**config.mk**
```make
export PLATFORM = sky130hd
export DESIGN_NAME = irq_controller
export DESIGN_NICKNAME = d
export VERILOG_FILES = /design/src/rtl/irq_controller.sv
export SDC_FILE = /design/constraint.sdc
export NUM_CORES = 1
export LEC_CHECK = 0
export CAP_MARGIN = 20
export CELL_PAD_IN_SITES_DETAIL_PLACEMENT = 2
export CELL_PAD_IN_SITES_GLOBAL_PLACEMENT = 2
export CORE_MARGIN = 4
export CORE_UTILIZATION = 15
export CTS_CLUSTER_SIZE = 25
export DETAILED_ROUTE_END_ITERATION = 10
export PLACE_DENSITY_LB_ADDON = 0.1
export RECOVER_POWER = 25
export SYNTH_ARGS = -nofsm -noshare
export SYNTH_HDL_FRONTEND = slang
export SYNTH_SLANG_ARGS = --single-unit
```
**constraint.sdc**
```tcl
create_clock -name clk -period 1.5 [get_ports clk]
set_input_delay 0.375 -clock clk [delete_from_list [all_inputs] [get_ports clk]]
set_output_delay 0.375 -clock clk [all_outputs]
set_load 0.03 [all_outputs]
```
**src/rtl/irq_controller.sv**
```systemverilog
// rtl/irq_controller.sv - multi-source interrupt controller with fixed-priority or round-robin arbitration
// Optional feature macro: IRQ_CTRL_EDGE_EN (edge-triggered sources); default build is level-sensitive.
module irq_controller #(
  parameter int N_SRC    = 32,
  parameter int ID_W     = 5,
  parameter int ARB_MODE = 0
) (
  input  logic             clk,
  input  logic             reset,
  input  logic [N_SRC-1:0] int_req_i,
  input  logic [N_SRC-1:0] int_mie_i,
  input  logic             int_rst_i,
  output logic             int_int_o,
  output logic [ID_W-1:0]  int_mcause_o,
  output logic             int_busy_o,
  output logic [N_SRC-1:0] int_pending_o
);

  // Index width used to address one source; kept at least one bit for N_SRC=1.
  localparam int IDX_W = (N_SRC > 1) ? $clog2(N_SRC) : 1;

  typedef enum logic [1:0] {
    S_IDLE,
    S_STROBE,
    S_WAIT
  } state_t;

  state_t           r_state;
  logic             r_int;
  logic             r_busy;
  logic [ID_W-1:0]  r_mcause;
  logic [ID_W-1:0]  r_last;

  logic [N_SRC-1:0] w_pending;
  logic [N_SRC-1:0] w_eligible;
  logic [ID_W-1:0]  w_win_id;
  logic             w_win_valid;
  logic             w_accept;

  // Completion is only meaningful while a grant is outstanding.
  assign w_accept = (r_state != S_IDLE) && int_rst_i;

`ifdef IRQ_CTRL_EDGE_EN
  logic [N_SRC-1:0] r_req_q;
  logic [N_SRC-1:0] r_pending;
  logic [N_SRC-1:0] w_rise;
  logic [N_SRC-1:0] w_clr;

  // req_q resets to 0, so a line held high through reset release reads as one edge.
  assign w_rise = int_req_i & ~r_req_q;

  // Clear mask for the source being serviced, active only on the accepted completion.
  always_comb begin
    w_clr = '0;
    for (int i = 0; i < N_SRC; i++) begin
      w_clr[i] = w_accept && (r_mcause == ID_W'(i));
    end
  end

  // Edge latch: a fresh edge overrides a same-cycle clear so it is never lost.
  always_ff @(posedge clk or negedge reset) begin
    if (!reset) begin
      r_req_q   <= '0;
      r_pending <= '0;
    end else begin
      r_req_q   <= int_req_i;
      r_pending <= (r_pending & ~w_clr) | w_rise;
    end
  end

  assign w_pending = r_pending;
`else
  assign w_pending = int_req_i;
`endif

  assign w_eligible = w_pending & int_mie_i;

  // Winner select; loops run from lowest to highest priority so the last hit wins.
  always_comb begin
    w_win_valid = 1'b0;
    w_win_id    = '0;
    if (ARB_MODE == 0) begin
      for (int i = N_SRC - 1; i >= 0; i--) begin
        if (w_eligible[i]) begin
          w_win_valid = 1'b1;
          w_win_id    = ID_W'(i);
        end
      end
    end else begin
      for (int off = N_SRC; off >= 1; off--) begin
        if (w_eligible[IDX_W'((int'(r_last) + off) % N_SRC)]) begin
          w_win_valid = 1'b1;
          w_win_id    = ID_W'((int'(r_last) + off) % N_SRC);
        end
      end
    end
  end

  // Grant FSM with registered strobe/busy so the strobe is a clean one-cycle pulse.
  always_ff @(posedge clk or negedge reset) begin
    if (!reset) begin
      r_state  <= S_IDLE;
      r_int    <= 1'b0;
      r_busy   <= 1'b0;
      r_mcause <= '0;
      r_last   <= ID_W'(N_SRC - 1);
    end else begin
      case (r_state)
        S_IDLE: begin
          r_int <= 1'b0;
          if (w_win_valid) begin
            r_state  <= S_STROBE;
            r_int    <= 1'b1;
            r_busy   <= 1'b1;
            r_mcause <= w_win_id;
            r_last   <= w_win_id;
          end
        end
        S_STROBE: begin
          r_int <= 1'b0;
          if (int_rst_i) begin
            r_state <= S_IDLE;
            r_busy  <= 1'b0;
          end else begin
            r_state <= S_WAIT;
          end
        end
        S_WAIT: begin
          r_int <= 1'b0;
          if (int_rst_i) begin
            r_state <= S_IDLE;
            r_busy  <= 1'b0;
          end
        end
        default: begin
          r_state <= S_IDLE;
          r_int   <= 1'b0;
          r_busy  <= 1'b0;
        end
      endcase
    end
  end

  assign int_int_o     = r_int;
  assign int_busy_o    = r_busy;
  assign int_mcause_o  = r_mcause;
  assign int_pending_o = w_pending;

endmodule

```
After elaboration in Yosys (flattened, before gate mapping)
Cells that the tools add are included.
- latch bits: 0
- memories: 0
- register bits: 9
- bits of input ports: 67
- word-level logic and storage cells: 88
- output and inout bits: 39
- RAM bits: 0
- ROM bits: 0
- muxes and demuxes: 73
- reductions and logical operators: 5
- bitwise operators: 1
- div/mod/pow operators: 0
- shifts and indexed selects: 0
- eq/ne operators: 5
- magnitude comparators: 0
- multiply operators: 0
- add/sub/neg operators: 0
- operators with widths (kind ; number):
    5-bit 2-to-1 mux ; 32
    1-bit 2-to-1 mux ; 36
    32-bit AND ; 1
    2-bit 2-to-1 mux ; 3
    2-bit case mux with 3 select lines ; 1
    2-bit AND reduction ; 3
    2-bit != test (second input constant) ; 2
    2-bit by 1-bit == test with 1-bit output (second input constant) ; 1
    2-bit == test (second input constant) ; 1
    2-bit zero test ; 1
    2-bit by 1-bit != test with 1-bit output (second input constant) ; 1
    1-bit case mux with 2 select lines ; 1
    2-bit OR reduction ; 1

Longest topological paths before layout
- depth after elaboration: 35
- gate-level depth with buffers: 6
- depth with buffers taken out: 6

Least setup slack after synthesis
Ideal clock, no wire load.
- kind: input to register
- start: in int_req_i[1]
- end: reg r_mcause[0] (netlist: int_mcause_o[0])
- setup time: 0.124 ns
- cell stages on the path: 6
- required time: 1.376 ns
- arrival time: 1.626 ns
- path buffers: 0
- slack: -0.250 ns
- path through: a22oi_1 > nand2_1 > or4_4 > o21ai_4 > inv_2 > a2bb2oi_2
- cells in the longest elaborated chain, start to end: 4
- elaborated cells on any way between the ends: 6
- classes of those cells: mux: 4; bitwise: 1; reduce/logical: 1
- RTL lines (item ; RTL line ; RTL):
    from (decl) ; 10 ; input logic [N_SRC-1:0] int_req_i,
    32-bit AND (*) ; 76 ; assign w_eligible = w_pending & int_mie_i;
    1-bit 2-to-1 mux (2 in a row) ; 84 ; if (w_eligible[i]) begin
    2-bit AND reduction (no source line) ; n/a ;
    to (signal assigned) ; 115 ; r_mcause <= w_win_id;
    to (decl) ; 31 ; logic [ID_W-1:0] r_mcause;
Every way passes the cells marked *; elsewhere a longest branch is shown, timed or not.
A chain may end at the register's enable or synchronous reset.

Final worst setup path
- start: in int_req_i[13]
- end: reg r_mcause[0] (netlist: int_mcause_o[0])
- cells in the longest elaborated chain, start to end: 16
- elaborated cells on any way between the ends: 30
- classes of those cells: mux: 28; bitwise: 1; reduce/logical: 1
- RTL lines (item ; RTL line):
    32-bit AND (*) ; 76
    1-bit 2-to-1 mux (14 in a row) ; 84
    2-bit AND reduction (no source line) ; n/a
Marked as above.

==> results by group <==
Outcome
  – Outcome: complete, but fails checks
  – Failing checks: setup timing

Place
  – Final GP Congestion: 0.6844
  – Post-DP Area: 0.002550 sq mm
  – Setup slack at placement: -848.0 ps
  – IO buf count: 105
  – Placed wire-length estimate: 5.247 mm

STA
  – Post-route minimum period: 1695 ps
  – Worst-case clock skew: 1.168 ps
  – Worst Tran Pin Value: 430.4 ps
  – Fin. max-slew vios: 0
  – Max-slew headroom: 71.21%
  – Post-layout worst setup margin: -194.8 ps
  – Final setup violation count: 9
  – Final hold violation count: 0
  – Final setup TNS: -1060 ps
  – FMAX: 590.1 MHz
  – RSZ-0062 raised after global routing: true
  – Tcrit/Tclk final: 113.0%

Synth
  – Syn_area_per_cell: 7.736 sq um
  – Post-synthesis register bit count: 9
  – Total nets after synthesis: 223
  – Post-synth cell types: 40
  – Yosys warning count: 0
  – Cell area after synthesis: 0.001184 sq mm
  – Post-synthesis cell count: 153
  – Seq/Total Area, Yosys: 19.03%

CTS
  – CTS root buf: clkbuf_8
  – Inserted Clock Buffers: 3
  – CTS tree: done
  – Maximum root-to-sink buffer count: 2
  – CTS Hold Bufs: 0
  – Clock-pin slew on the worst setup and hold paths: 40 ps
  – Worst-Skew Late Latency: 230 ps
  – Clk sink count: 9
  – Htree depth: 1

Worst setup path
  – Reg2reg end: r_state[1]
  – R2R cell count: 5
  – Kind of critical path: in -> reg
  – Required time worst endpoint: 1620 ps
  – Startpoint Class: input pin
  – Reg2Reg Launch Point: r_state[0]
  – Data arrival time of the worst path: 1810 ps
  – Worst setup path end: int_mcause_o[0]
  – CP Launch Point: int_req_i[13]
  – CP max FO: 6
  – Crit end category: flop
  – Worst R2R Setup Slack: 150 ps

Min path
  – Hold WC Path Type: reg -> reg
  – Hold Crit Start: int_mcause_o[2]
  – WHS Path Cells: 2

Detailed routing
  – Post-DR vias/cell: 4.277
  – Via count: 1775
  – Drc violations: 0
  – DRT iter0 DRCs: 30
  – DRT antenna net count: 0
  – DR WL/cell: 14.81 microns
  – WL final: 6.145 mm
  – Initial DRT Pass Iterations: 4

Cells and area
  – Leading cell type in the layout, fill and taps excluded: buf_4
  – Register Area: 225.2 sq um
  – Layout cells sized above 1: 59.42%
  – Fillers: 925
  – Most frequent cells in the layout: buf_4, dlygate4sd2_1, nand2_1, buf_2
  – Ant. Diodes: 0
  – Final net count: 384
  – Syn-to-layout area delta: 124.5%
  – Final instance area: 0.002658 sq mm
  – Final Util: 34.57%
  – Multi-input gate area: 784.5 sq um

GRT
  – All-Layer GR Usage: 12.40%
  – Global-route wire length before repair: 9.791 mm
  – Vias in the first global route: 1986
  – Largest net degree at the start of global routing: 10
  – Initial antenna violation count: 0
  – GRT overflow: 0

Floorplan
  – Top-Level Pins: 106
  – Num rows: 32
  – Die width: 96.83 microns
  – Die Ht: 96.83 microns
  – Die ar.: 0.009376 sq mm
  – Initial Utilization: 15.40%
  – Core area: 0.007687 sq mm

Power
  – Power Density: 816.3 mW/mm^2
  – Comb power frac: 67.3%
  – Reg power frac: 19.7%
  – Leak: 1.312 nW
  – Net Sw Frac: 42.83%
  – Worst VDD drop: 0.2655 mV
  – Clock share of power: 13.0%
  – Power Internal: 1.240 mW
  – Switching power: 929.1 uW

Job
  – MaxCap Viol Count: 0
[how the worst min path moves through the flow]
stage / endpoint / slack, ps
2_1_floorplan: int_busy_o / 80
3_5_place_dp: int_mcause_o[2] / 490
3_3_place_gp: int_mcause_o[1] / 490
5_1_grt: int_mcause_o[2] / 500
6_report: int_mcause_o[2] / 480
4_1_cts: r_state[0] / 460
[logic make-up (layout without fill, tap and decap cells)]
kind of cell	after synthesis	after routing	synth area share, %
DFF	9	9	19.03
adders and majority gates	3	3	3.172
and+or+nand+nor	55	55	23.57
buffers and inverters	37	197	21.88
AOI/OAI and AO/OA	49	49	32.35
[metal layers]
metal	vias to the layer above	global-route usage, %	wire length [microns]
li1	859	-	-
met1	839	14.98	2526
met2	68	22.66	3231
met3	9	2.163	321
met4	0	2.916	65
met5	-	0	0
[synthesized netlist by cell type, drive strengths merged]
library cell / n / share of area [%]
buf: 32 / 20
nand2: 29 / 9.2
a21oi: 9 / 3.8
a22oi: 9 / 7.0
dfrtp: 9 / 19
nand3: 7 / 3.4
o21ai: 6 / 3.5
nor2: 5 / 2.2
inv: 4 / 1.3
a222oi: 3 / 2.5
and2: 3 / 1.6
ha: 3 / 3.2
nor2b: 3 / 1.6
o211ai: 3 / 1.9
o31ai: 3 / 1.9
a221oi: 2 / 1.5
a22o: 2 / 1.5
a31oi: 2 / 1.1
a32oi: 2 / 1.5
o21bai: 2 / 1.3
or3: 2 / 1.5
a2bb2oi: 1 / 1.3
a32o: 1 / 0.85
a41oi: 1 / 0.74
and4b: 1 / 0.85
clkbuf: 1 / 0.32
nand3b: 1 / 0.63
nand4: 1 / 0.53
nand4b: 1 / 0.74
nor3: 1 / 0.42
o2111ai: 1 / 0.74
o21a: 1 / 0.63
o22a: 1 / 0.74
or4: 1 / 0.95
[worst max-delay path, cell delays in order]
cell and delay, ps:
buf_6 100, a22oi_2 230, nand3_2 130, or4_4 580
o21ai_4 220, inv_2 60, a2bb2oi_2 120
[per-stage QoR]
step / power [mW] / hold slack, ps / std cells
detailed placement: 1.932 / 488.6 / 391
global placement: 1.904 / 487.0 / 391
global route: 2.332 / 504.0 / 415
floorplan: 1.192 / 79.41 / 153
finish: 2.169 / 482.7 / 415
CTS: 2.182 / 458.5 / 410
[final cells by class]
class                      count  share of cell area, %
clock buffer                   4                  1.695
tap                          102                  4.802
sequential                     9                  8.475
multi-input combinational    107                  29.52
inverter                       4                 0.5650
timing repair buffer         189                  54.94
[state kept, by name, summed over array words and instances, names as in the netlist]
register,flops
r_state,2
int_int_o,1
int_busy_o,1
int_mcause_o,5
[power by group through the flow]
stage | Clock (mW) | Sequential (mW) | Combinational (mW)
3_5_place_dp | 0 | 0.435 | 1.50
3_3_place_gp | 0 | 0.434 | 1.47
5_1_grt | 0.311 | 0.440 | 1.58
4_1_cts | 0.296 | 0.428 | 1.46
2_1_floorplan | 0 | 0.597 | 0.595
6_report | 0.282 | 0.428 | 1.46
[timing repair]
action / CTS / global route
setup buffers: 17 / 5
resized for setup: 189 / 21
pin swaps: 39 / 17
endpoints found under the setup margin: 33 / 9
Power figures use the tool's default switching activity.
